===== config.mk =====
export PLATFORM = sky130hd
export DESIGN_NAME = uart_tx_cfg_flat
export DESIGN_NICKNAME = d
export VERILOG_FILES = /design/src/rtl/uart_pkg.sv /design/src/rtl/uart_tx_cfg_if.sv /design/src/rtl/uart_baud_gen.sv /design/src/rtl/uart_tx_cfg.sv /design/src/flat_wrapper.sv
export SDC_FILE = /design/constraint.sdc
export NUM_CORES = 1
export LEC_CHECK = 0
export BUFFER_PORTS_ARGS = -buffer_cell sky130_fd_sc_hd__buf_2
export CAP_MARGIN = 15
export CORE_ASPECT_RATIO = 0.9
export CORE_MARGIN = 2
export CORE_UTILIZATION = 55
export DETAILED_ROUTE_END_ITERATION = 8
export PLACE_DENSITY = 0.87
export SYNTH_ARGS = -nofsm -noshare
export SYNTH_HDL_FRONTEND = slang
export SYNTH_SLANG_ARGS = --single-unit

===== constraint.sdc =====
create_clock -name clk -period 6.35 [get_ports clk]
set_clock_uncertainty 0.2 [all_clocks]
set_input_delay 1.27 -clock clk [delete_from_list [all_inputs] [get_ports clk]]
set_output_delay 1.27 -clock clk [all_outputs]
set_load 0.02 [all_outputs]

===== src/rtl/uart_pkg.sv =====
// Shared UART definitions: state encoding, parity mode codes and the parity helper.
// Used by the transmitter now and by the receiver later.
package uart_pkg;

    typedef logic [2:0] uart_state_t;

    localparam uart_state_t ST_IDLE   = 3'd0;
    localparam uart_state_t ST_START  = 3'd1;
    localparam uart_state_t ST_DATA   = 3'd2;
    localparam uart_state_t ST_PARITY = 3'd3;
    localparam uart_state_t ST_STOP   = 3'd4;

    localparam int PAR_NONE = 0;
    localparam int PAR_ODD  = 1;
    localparam int PAR_EVEN = 2;

    localparam int DEF_CLKS_PER_BIT = 868;

    // Parity bit that makes the total number of ones odd or even; unknown modes give 0.
    function automatic logic parity_bit(input logic [8:0] word, input int mode);
        logic p;
        p = ^word;
        case (mode)
            PAR_ODD:  parity_bit = ~p;
            PAR_EVEN: parity_bit = p;
            default:  parity_bit = 1'b0;
        endcase
    endfunction

endpackage


===== src/rtl/uart_tx_cfg_if.sv =====
// Producer-side handshake of the UART transmitter: valid/data in, ready/busy back.
interface uart_tx_cfg_if #(
    parameter int DATA_BITS = 8
);
    logic                 valid;
    logic [DATA_BITS-1:0] data;
    logic                 ready;
    logic                 busy;

    modport master (output valid, output data, input ready, input busy);
    modport slave  (input valid, input data, output ready, output busy);
endinterface


===== src/rtl/uart_baud_gen.sv =====
// Bit-period counter: counts 0..CLKS_PER_BIT-1 while enabled and flags the last clock of a bit.
module uart_baud_gen
    import uart_pkg::*;
#(
    parameter int CLKS_PER_BIT = DEF_CLKS_PER_BIT
) (
    input  logic clk,
    input  logic rst,
    input  logic en_i,
    input  logic clr_i,
    output logic bit_end_o
);
    localparam int CW = (CLKS_PER_BIT > 2) ? $clog2(CLKS_PER_BIT) : 1;
    localparam logic [CW-1:0] LAST = CW'(CLKS_PER_BIT - 1);

    logic [CW-1:0] cnt_q;
    logic [CW-1:0] cnt_d;

    // Counter register.
    always_ff @(posedge clk or posedge rst) begin
        if (rst) begin
            cnt_q <= {CW{1'b0}};
        end else begin
            cnt_q <= cnt_d;
        end
    end

    // Wrap at the last count so the following bit starts from zero.
    always_comb begin
        cnt_d = cnt_q;
        if (clr_i || !en_i) begin
            cnt_d = {CW{1'b0}};
        end else if (cnt_q == LAST) begin
            cnt_d = {CW{1'b0}};
        end else begin
            cnt_d = cnt_q + CW'(1);
        end
    end

    assign bit_end_o = en_i && (cnt_q == LAST);

endmodule


===== src/rtl/uart_tx_cfg.sv =====
// Parametrised UART transmitter: start bit, LSB-first data, optional parity, 1 or 2 stop bits.
// Every output is a flop, so the serial line never glitches.
module uart_tx_cfg
    import uart_pkg::*;
#(
    parameter int CLKS_PER_BIT = DEF_CLKS_PER_BIT,
    parameter int DATA_BITS    = 8,
    parameter int PARITY       = PAR_NONE,
    parameter int STOP_BITS    = 1
) (
    input  logic          clk,
    input  logic          rst,
    uart_tx_cfg_if.slave  tx,
    output logic          dout
);
    localparam logic       HAS_PAR  = (PARITY == PAR_ODD) || (PARITY == PAR_EVEN);
    localparam logic [3:0] LAST_IDX = 4'(DATA_BITS - 1);
    localparam logic       LAST_STP = 1'(STOP_BITS - 1);

    uart_state_t          state_q, state_d;
    logic [3:0]           idx_q, idx_d;
    logic                 stop_q, stop_d;
    logic [DATA_BITS-1:0] shift_q, shift_d;
    logic                 par_q, par_d;
    logic                 dout_q, dout_d;
    logic                 ready_q, ready_d;
    logic                 accept_s;
    logic                 bit_end_s;

    assign accept_s = tx.valid && ready_q;

    uart_baud_gen #(
        .CLKS_PER_BIT(CLKS_PER_BIT)
    ) u_baud (
        .clk      (clk),
        .rst      (rst),
        .en_i     (state_q != ST_IDLE),
        .clr_i    (accept_s),
        .bit_end_o(bit_end_s)
    );

    // State and datapath registers; reset drops the frame and idles the line.
    always_ff @(posedge clk or posedge rst) begin
        if (rst) begin
            state_q <= ST_IDLE;
            idx_q   <= 4'd0;
            stop_q  <= 1'b0;
            shift_q <= {DATA_BITS{1'b0}};
            par_q   <= 1'b0;
            dout_q  <= 1'b1;
            ready_q <= 1'b1;
        end else begin
            state_q <= state_d;
            idx_q   <= idx_d;
            stop_q  <= stop_d;
            shift_q <= shift_d;
            par_q   <= par_d;
            dout_q  <= dout_d;
            ready_q <= ready_d;
        end
    end

    // Frame sequencing.
    always_comb begin
        state_d = state_q;
        case (state_q)
            ST_IDLE: begin
                if (accept_s) state_d = ST_START;
                else          state_d = state_q;
            end
            ST_START: begin
                if (bit_end_s) state_d = ST_DATA;
                else           state_d = state_q;
            end
            ST_DATA: begin
                if (bit_end_s && (idx_q == LAST_IDX)) state_d = HAS_PAR ? ST_PARITY : ST_STOP;
                else                                  state_d = state_q;
            end
            ST_PARITY: begin
                if (bit_end_s) state_d = ST_STOP;
                else           state_d = state_q;
            end
            ST_STOP: begin
                if (bit_end_s && (stop_q == LAST_STP)) state_d = ST_IDLE;
                else                                   state_d = state_q;
            end
            default: state_d = ST_IDLE;
        endcase
    end

    // Counters, shift register and the next line level, all keyed on the next state.
    always_comb begin
        idx_d   = idx_q;
        stop_d  = stop_q;
        shift_d = shift_q;
        par_d   = par_q;
        dout_d  = 1'b1;
        ready_d = 1'b1;

        if (accept_s) begin
            idx_d   = 4'd0;
            stop_d  = 1'b0;
            shift_d = tx.data;
            par_d   = parity_bit(9'(tx.data), PARITY);
        end else if ((state_q == ST_DATA) && bit_end_s) begin
            idx_d   = (idx_q == LAST_IDX) ? 4'd0 : idx_q + 4'd1;
            shift_d = {1'b0, shift_q[DATA_BITS-1:1]};
        end else if ((state_q == ST_STOP) && bit_end_s) begin
            stop_d  = (stop_q == LAST_STP) ? 1'b0 : stop_q + 1'b1;
        end else begin
            idx_d   = idx_q;
        end

        case (state_d)
            ST_IDLE:   begin dout_d = 1'b1;       ready_d = 1'b1; end
            ST_START:  begin dout_d = 1'b0;       ready_d = 1'b0; end
            ST_DATA:   begin dout_d = shift_d[0]; ready_d = 1'b0; end
            ST_PARITY: begin dout_d = par_d;      ready_d = 1'b0; end
            ST_STOP:   begin dout_d = 1'b1;       ready_d = 1'b0; end
            default:   begin dout_d = 1'b1;       ready_d = 1'b1; end
        endcase
    end

    assign dout     = dout_q;
    assign tx.ready = ready_q;
    assign tx.busy  = ~ready_q;

endmodule


===== src/flat_wrapper.sv =====
// flat-port wrapper written by rule: the top's interface ports become plain ports
module uart_tx_cfg_flat import uart_pkg::*;
#(
    parameter int CLKS_PER_BIT = DEF_CLKS_PER_BIT,
    parameter int DATA_BITS    = 8,
    parameter int PARITY       = PAR_NONE,
    parameter int STOP_BITS    = 1
)
  (clk, rst, dout, tx_valid, tx_data, tx_ready, tx_busy);
  uart_tx_cfg_if #(.DATA_BITS(DATA_BITS)) tx_i ();
  input  logic clk;
  input  logic rst;
  output logic dout;
  input wire logic [$bits(tx_i.valid)-1:0] tx_valid;
  input wire logic [$bits(tx_i.data)-1:0] tx_data;
  output wire logic [$bits(tx_i.ready)-1:0] tx_ready;
  output wire logic [$bits(tx_i.busy)-1:0] tx_busy;
  assign tx_i.valid = tx_valid;
  assign tx_i.data = tx_data;
  assign tx_ready = tx_i.ready;
  assign tx_busy = tx_i.busy;
  uart_tx_cfg #(.CLKS_PER_BIT(CLKS_PER_BIT), .DATA_BITS(DATA_BITS), .PARITY(PARITY), .STOP_BITS(STOP_BITS)) u_core (.clk(clk), .rst(rst), .tx(tx_i), .dout(dout));
endmodule

==> impl_metrics.csv, run 1 <==
group,metric,value,unit
global_routing,grt_max_degree,29,
cells_and_area,design_area,0.00152,mm²
power_and_ir_drop,p_per_area,316,mW/mm²
routing,wl_per_cell,13.9,µm
synth,synth_top_area_share,0.485,
routing,routed_wl,2540,µm
job,drv_cap,0,
synth,avgSynthCellArea,9.73,µm²
routing,ant_nets,0,
clock_tree,clk_pin_slew,0.14,ns
power_and_ir_drop,switching_share,0.303,
cells_and_area,drive_gt1_frac,0.155,
placement,dp.cells,176,
floorplanning,coreArea,0.00224,mm²
global_routing,antenna_found_initial,0,
synth,yosys.area.top_type,"dfrtp_1",
global_routing,grt_pass1_wl,4360,µm
sta,max_slew_margin,0.606,
power_and_ir_drop,ir_worst_vdd,0.000233,V
clock_tree,htreeDepth,1,
power_and_ir_drop,power,0.480,mW
floorplanning,ios,14,
clock_tree,post_cts_resized,0,
sta,setup_viol_count_final,0,
worst_setup_path,start_kind,"register",
cells_and_area,fin_nets,169,
routing,drt-initial-drc-count,40,
routing,vias,1019,
synth,synthCells,138,
worst_setup_path,slowest_stage,"dfstp_2",
worst_setup_path,cp.arrival,1.10,ns
placement,dp_slack,3.63,ns
synth,ys.flop_type,"dfrtp_1",
clock_tree,cts_root_buf,"clkbuf_4",
synth,syn_nets,151,
power_and_ir_drop,clkPwrFrac,0.241,
sta,finalSetupTns,0,ns
routing,drc_errors,0,
routing,vias_per_cell,5.60,
clock_tree,insertion_delay,0.33,ns
synth,ys_ff_latch,28,
floorplanning,fp.dieW,56.1,µm
sta,maxSlewViolCount,0,
clock_tree,postCtsSetupRepairBufs,0,
worst_setup_path,cp_cell_sequence,"inv_1, buf_2",
synth,mappedNetlistArea,0.00134,mm²
placement,place_area,0.00143,mm²
power_and_ir_drop,p_sw,0.145,mW
power_and_ir_drop,p_int,0.335,mW
floorplanning,die_h,50.9,µm
cells_and_area,antenna_cells,0,
placement,io_buffers,13,
worst_setup_path,critPathMaxStageDelay,0.58,ns
synth,ys_top_cells_by_area,"dfrtp_1 (48%), nand2_1 (6.4%), nor2_1 (5.3%), dfstp_2 (3.9%), a31oi_1 (3.7%)",
floorplanning,rows,16,
worst_setup_path,end_kind,"output port",
worst_hold_path,hold_path.class,"reg2reg",
clock_tree,cts_buffer_depth,2,
worst_setup_path,worst_ep_required_time,4.88,ns
synth,synth_cell_types,35,
clock_tree,cts.sink_count,28,
clock_tree,cts_tree,"yes",
floorplanning,die_area,0.00285,mm²
worst_setup_path,cp_max_fo,5,
power_and_ir_drop,p_leak,0.709,nW
worst_setup_path,worst-path-buf-inv,2,
outcome,status,"finished, final reports clean",
worst_setup_path,setup.worst_path.class,"reg2out",
cells_and_area,layout_commonest_cell,"dfrtp_1",
worst_setup_path,cp_top_family,"flip-flops",
global_routing,grt_usage,0.196,
sta,hold_viol,0,
floorplanning,initial_core_util,0.599,
placement,gp_congestion,0.796,
power_and_ir_drop,p_seq_frac,0.524,
global_routing,grt_pass1_vias,990,
sta,post-route-min-period,2.57,ns
synth,synth_warnings,0,
synth,async_reset_ff_frac,1.00,
cells_and_area,area_delta_synth_final,13.0,%
sta,rsz0062_at_grt,"false",
sta,layout_setup_ws,3.78,ns
synth,yosysSeqAreaShare,0.524,
sta,worst_slew_pin_slew,0.581,ns
cells_and_area,mostFrequentLayoutCells,"dfrtp_1 (26), nand2_1 (23), nor2_1 (19), buf_2 (13), a31oi_1 (8)",
synth,synth_edf_count,0,
clock_tree,numCtsBuffers,3,
sta,fmax,390,MHz
cells_and_area,stdcell_count,182,
sta,period_share,0.404,
routing,first_pass_iters,4,
global_routing,overflow,0,
placement,dp_hpwl,1750,µm
power_and_ir_drop,pwr-share-comb,0.235,
clock_tree,cts_hold_buffers,0,
## flip-flops by register name, summed over array words and instances, names as in the netlist
name,flops
u_core.idx_q,4
u_core.state_q,3
u_core.tx.ready,1
u_core.dout,1
u_core.shift_q,8
u_core.u_baud.cnt_q,10
u_core.par_q,1
## metal layers
layer | vias to the layer above | wire length, µm | global-route usage
met5 | - | 0 | 0
met4 | 0 | 12 | 0.0476
met3 | 2 | 78 | 0.0405
met2 | 12 | 1250 | 0.331
met1 | 493 | 1190 | 0.263
li1 | 512 | - | -
## worst register-to-register path, stage by stage, from the launching register on
cell	delay, ns
dfrtp_1	0.41
ha_1	0.23
or3b_4	0.43
nor4_4	0.51
nand4_1	0.19
or3_1	0.36
a21oi_2	0.14
## synth_stat cells (all sizes together), types with 3 or more instances
master and count:
dfrtp 26, nand2 23, nor2 19, a31oi 8, a21oi 6, inv 5
nand3 5, xor2 5, xnor2 4, and2 3, nand4 3
## layout make-up
class	instances	area [µm²]
sequential	28	703
clock buffer	3	22.5
tap	27	33.8
timing repair buffer	15	97.6
clock inverter	1	30.0
multi-input combinational	103	612
fill	188	724
inverter	5	18.8
## cells by family (layout without fill, tap and decap cells)
| family | after synthesis | count (layout) | share of synthesized area |
|---|---|---|---|
| compound gates | 18 | 18 | 0.0829 |
| xor+xnor | 9 | 9 | 0.0587 |
| fa+ha+maj | 2 | 2 | 0.0186 |
| buf+inv | 7 | 24 | 0.0205 |
| flops | 28 | 28 | 0.524 |
| mux | 2 | 2 | 0.0149 |
| simple gates | 72 | 72 | 0.281 |
## through the flow
stage                     hold WS (ns)   util
after global routing             0.344  0.677
after CTS                        0.297  0.662
after detailed placement         0.278  0.639
final                            0.290  0.677
after global placement           0.268  0.639
after floorplan                  0.250      -
## power by group through the flow
stage | sequential (mW) | combinational, mW | clock, mW
detailed placement | 0.256 | 0.108 | 0
floorplan | 0.252 | 0.0809 | 0
global placement | 0.253 | 0.102 | 0
finish | 0.252 | 0.113 | 0.116
global route | 0.259 | 0.130 | 0.124
CTS | 0.252 | 0.109 | 0.117
## path summary, 6_finish.rpt
kind | startpoint | to | slack (ns) | cells past startpoint
setup / recovery | u_core.tx.ready | tx_busy | 3.78 | 2
hold / removal | u_core.u_baud.cnt_q[0] | u_core.u_baud.cnt_q[0] | 0.29 | 1
setup reg to reg | u_core.u_baud.cnt_q[0] | u_core.idx_q[3] | 3.83 | 6
hold reg to reg | u_core.u_baud.cnt_q[0] | u_core.u_baud.cnt_q[0] | 0.29 | 1
max in group asynchronous | rst | u_core.dout | 4.63 | 3
min in group asynchronous | rst | u_core.idx_q[1] | 0.76 | 2
(Power assumes the default switching activity.)
==> run 2: changes to the inputs <==
==> constraint.sdc (replaced) <==
create_clock -name clk -period 2.45 [get_ports clk]
set_clock_uncertainty 0.2 [all_clocks]
set_input_delay 0.49 -clock clk [delete_from_list [all_inputs] [get_ports clk]]
set_output_delay 0.49 -clock clk [all_outputs]
set_load 0.02 [all_outputs]
==> impl_metrics.csv, run 2 (synthesis gave the netlist of run 1 again) <==
group,metric,value,unit
outcome,status,"complete, but fails checks",
outcome,violations,"negative hold slack",
routing,wl_per_cell,13.4,µm
power_and_ir_drop,ir_worst_vdd,0.000630,V
sta,finalSetupTns,0,ns
cells_and_area,layout_commonest_cell,"dfrtp_1",
floorplanning,coreArea,0.00224,mm²
clock_tree,post_cts_resized,0,
cells_and_area,largestRegisters,"u_core.u_baud.cnt_q x10, u_core.shift_q x8, u_core.idx_q x4",
worst_setup_path,setup.worst_path.class,"reg2reg",
cells_and_area,fin_nets,172,
worst_setup_path,end_kind,"register",
global_routing,overflow,0,
sta,fmax,432,MHz
global_routing,grt_usage,0.196,
worst_setup_path,start_kind,"register",
floorplanning,fp.dieW,56.1,µm
clock_tree,cts.sink_count,28,
placement,gp_congestion,0.847,
clock_tree,cts_hold_buffers,0,
cells_and_area,stdcell_count,185,
global_routing,grt_max_degree,29,
sta,max_slew_margin,0.742,
cells_and_area,drive_gt1_frac,0.171,
routing,vias,1054,
routing,ant_nets,0,
cells_and_area,largest_register_ffs,10,
clock_tree,cts_root_buf,"clkbuf_4",
floorplanning,ios,14,
worst_setup_path,cp_max_fo,4,
sta,post-route-min-period,2.31,ns
cells_and_area,largest-register,"u_core.u_baud.cnt_q",
floorplanning,rows,16,
clock_tree,htreeDepth,1,
clock_tree,cts_buffer_depth,2,
routing,drc_errors,0,
cells_and_area,area_delta_synth_final,11.6,%
placement,dp_hpwl,1840,µm
clock_tree,clk_pin_slew,0.14,ns
routing,drt-initial-drc-count,30,
floorplanning,die_area,0.00285,mm²
cells_and_area,antenna_cells,0,
floorplanning,die_h,50.9,µm
worst_hold_path,hold_path.class,"in2async",
sta,maxSlewViolCount,0,
power_and_ir_drop,p_per_area,755,mW/mm²
sta,hold_viol,5,
sta,worst_slew_pin_slew,0.386,ns
clock_tree,numCtsBuffers,3,
routing,routed_wl,2480,µm
cells_and_area,design_area,0.00150,mm²
routing,vias_per_cell,5.70,
clock_tree,insertion_delay,0.32,ns
cells_and_area,num-fill-cells,181,
cells_and_area,utilization,0.668,
global_routing,grt_pass1_vias,1038,
sta,rsz0062_at_grt,"false",
worst_setup_path,worst_ep_required_time,2.51,ns
cells_and_area,mostFrequentLayoutCells,"dfrtp_1 (26), nand2_1 (23), nor2_1 (19), buf_2 (14), a31oi_1 (8)",
global_routing,antenna_found_initial,0,
placement,place_area,0.00146,mm²
clock_tree,postCtsSetupRepairBufs,0,
sta,holdWs,-0.00273,ns
routing,first_pass_iters,4,
sta,setup_viol_count_final,0,
power_and_ir_drop,p_leak,0.706,nW
placement,io_buffers,13,
job,drv_cap,0,
floorplanning,initial_core_util,0.599,
clock_tree,cts_tree,"yes",
sta,period_share,0.944,
placement,dp.cells,180,
global_routing,grt_pass1_wl,4330,µm
worst_setup_path,cp.arrival,2.38,ns
power_and_ir_drop,power,1.13,mW
[run 2: area by class of cell]
class                   count  area (µm²)  area share
clock buffers               4        26.3      0.0175
inverters                   5        18.8      0.0125
multi-input cells         103         616       0.411
flip-flops and latches     28         703       0.470
well taps                  27        33.8      0.0226
repair buffers             18         100      0.0668
[run 2: layer usage]
layer,part of all wire,GRT usage
met5,0,0
met4,0.0060,0.0595
met3,0.044,0.0633
met2,0.50,0.337
met1,0.45,0.236
[run 2: worst paths after layout]
path | from | to | depth (start not counted) | slack [ns]
worst min register to register | u_core.par_q | u_core.par_q | 1 | 0.30
worst max register to register | u_core.u_baud.cnt_q[0] | u_core.idx_q[3] | 6 | 0.14
worst max-delay path | u_core.u_baud.cnt_q[0] | u_core.idx_q[3] | 6 | 0.14
min in group clk | tx_data[7] | u_core.shift_q[7] | 3 | 0.15
worst min-delay path | rst | u_core.shift_q[7] | 3 | -0.003
max in group asynchronous | rst | u_core.tx.ready | 3 | 1.74
[run 2: power by group]
part,switching [mW],total [mW],internal (mW)
Clock,0.119,0.183,0.0636
Sequential,0.0809,0.656,0.575
Combinational,0.164,0.292,0.129
Total,0.364,1.13,0.767
[run 2: per-stage QoR]
step           hold slack, ns  setup WS, ns
6_report             -0.00273         0.137
3_3_place_gp            0.268         0.190
2_1_floorplan           0.250         0.186
5_1_grt                0.0187        0.0155
3_5_place_dp            0.284         0.102
4_1_cts               0.00522        0.0812
[run 2: worst max-delay path, cell delays in order, from the launching register on]
cell and delay (ns):
dfrtp_1 0.42, ha_1 0.24, or3b_4 0.43, nor4_4 0.33, nand4_1 0.17, or3_1 0.35
a21oi_2 0.14
==> run 3: changes to the inputs <==
--- a/config.mk
+++ b/config.mk
@@ -7,7 +7,6 @@
 export LEC_CHECK = 0
 export BUFFER_PORTS_ARGS = -buffer_cell sky130_fd_sc_hd__buf_2
 export CAP_MARGIN = 15
-export CORE_ASPECT_RATIO = 0.9
 export CORE_MARGIN = 2
 export CORE_UTILIZATION = 55
 export DETAILED_ROUTE_END_ITERATION = 8
==> impl_metrics.csv, run 3 (synthesis gave the netlist of run 1 again) <==
group,metric,value,unit
global_routing,grt_max_degree,29,
global_routing,overflow,0,
global_routing,grt_pass1_vias,1018,
sta,max_slew_margin,0.605,
cells_and_area,mostFrequentLayoutCells,"dfrtp_1 (26), nand2_1 (23), nor2_1 (19), buf_2 (13), a31oi_1 (8)",
clock_tree,numCtsBuffers,3,
worst_setup_path,cp.arrival,2.33,ns
outcome,status,"finished, final reports clean",
cells_and_area,stdcell_count,186,
cells_and_area,drive_gt1_frac,0.165,
clock_tree,insertion_delay,0.33,ns
floorplanning,coreArea,0.00225,mm²
routing,first_pass_iters,4,
routing,drt-initial-drc-count,14,
routing,wl_per_cell,13.8,µm
worst_setup_path,end_kind,"register",
worst_setup_path,reg2reg_depth,6,
cells_and_area,utilization,0.666,
clock_tree,clk_pin_slew,0.14,ns
sta,maxSlewViolCount,0,
routing,met1_length,1150,µm
cells_and_area,largestRegisters,"u_core.u_baud.cnt_q x10, u_core.shift_q x8, u_core.idx_q x4",
routing,vias,1053,
routing,drc_errors,0,
floorplanning,die_h,53.4,µm
cells_and_area,seqCellArea,703,µm²
cells_and_area,antenna_cells,0,
global_routing,antenna_found_initial,0,
power_and_ir_drop,p_per_area,756,mW/mm²
placement,dp_hpwl,1900,µm
cells_and_area,layout_commonest_cell,"dfrtp_1",
clock_tree,htreeDepth,1,
power_and_ir_drop,ir_worst_vdd,0.000484,V
power_and_ir_drop,p_leak,0.704,nW
placement,dp_slack,0.0901,ns
sta,rsz0062_at_grt,"false",
clock_tree,cts_root_buf,"clkbuf_4",
placement,gp_congestion,0.832,
global_routing,grt_usage,0.209,
worst_setup_path,start_kind,"register",
routing,vias_per_cell,5.66,
clock_tree,cts_buffer_depth,2,
cells_and_area,num-fill-cells,191,
worst_hold_path,holdPathStages,3,
sta,hold_viol,0,
cells_and_area,largest_register_ffs,10,
sta,layout_setup_ws,0.183,ns
cells_and_area,multiInputGateArea,616,µm²
worst_hold_path,hold_path.class,"in2reg",
sta,period_share,0.925,
sta,worst_slew_pin_slew,0.583,ns
routing,ant_nets,0,
sta,fmax,441,MHz
routing,top_layer_used,"met4",
floorplanning,fp.dieW,53.4,µm
sta,post-route-min-period,2.27,ns
routing,wl_met2,1290,µm
clock_tree,cts.sink_count,28,
worst_setup_path,setup.worst_path.class,"reg2reg",
placement,dp.cells,180,
floorplanning,ios,14,
sta,finalSetupTns,0,ns
worst_setup_path,cp_max_fo,4,
worst_setup_path,worst_ep_required_time,2.51,ns
floorplanning,initial_core_util,0.595,
power_and_ir_drop,power,1.13,mW
global_routing,grt_pass1_wl,4320,µm
cells_and_area,fin_nets,172,
floorplanning,rows,17,
cells_and_area,largest-register,"u_core.u_baud.cnt_q",
floorplanning,die_area,0.00285,mm²
placement,io_buffers,13,
job,drv_cap,0,
routing,routed_wl,2560,µm
clock_tree,cts_tree,"yes",
routing,dr_wl_met3,97,µm
sta,setup_viol_count_final,0,
clock_tree,postCtsSetupRepairBufs,0,
cells_and_area,area_delta_synth_final,11.8,%
run 3: changes by cell type in the layout (fill, tap and decap cells not counted):
cell,change
clkbuf_2,+1
dlygate4sd3_1,+1
buf_2,-1
buf_4,-1
run 3: metrics by stage:
step	area [µm²]	hold slack [ns]
after CTS	1490	0.152
after global placement	1460	0.267
after floorplan	1340	0.250
after global routing	1500	0.160
final	1500	0.159
after detailed placement	1460	0.275
run 3: per-layer routing:
metal  global-route usage  vias up
li1                     -      524
met3               0.0254        4
met2                0.370       26
met1                0.253      499
met4               0.0897        0
met5                    0        -
run 3: worst max-delay path, cell delays in order (launching register included):
cell	delay, ns
dfrtp_1	0.42
ha_1	0.23
or3b_4	0.43
nor4_4	0.26
nand4_1	0.17
or3_1	0.35
a21oi_2	0.14
run 3: cell type report:
class / instances / area share
multi-input cells: 103 / 0.410
flip-flops and latches: 28 / 0.468
clock buffers: 4 / 0.0175
well taps: 28 / 0.0233
repair buffers: 18 / 0.0683
inverters: 5 / 0.0125
run 3: path summary, 6_finish.rpt:
check	start	endpoint	slack, ns
max	u_core.u_baud.cnt_q[0]	u_core.idx_q[3]	0.18
min	tx_data[7]	u_core.shift_q[7]	0.16
max reg2reg	u_core.u_baud.cnt_q[0]	u_core.idx_q[3]	0.18
min reg2reg	u_core.u_baud.cnt_q[0]	u_core.u_baud.cnt_q[0]	0.31
max in group asynchronous	rst	u_core.tx.ready	1.20
min in group asynchronous	rst	u_core.u_baud.cnt_q[1]	0.53
run 3: power breakdown:
| group | leakage [nW] | total [mW] | switching, mW | internal (mW) |
|---|---|---|---|---|
| registers | 0.353 | 0.653 | 0.0781 | 0.575 |
| clock network | 0.0150 | 0.192 | 0.128 | 0.0639 |
| logic | 0.337 | 0.290 | 0.162 | 0.127 |
| total | 0.704 | 1.13 | 0.368 | 0.766 |
run 3: what timing repair did:
item                                    CTS  global route
endpoints found under the setup margin    0             2
resized for setup                         0             1
hold buffers                              1             0
endpoints found under the hold margin    14             0
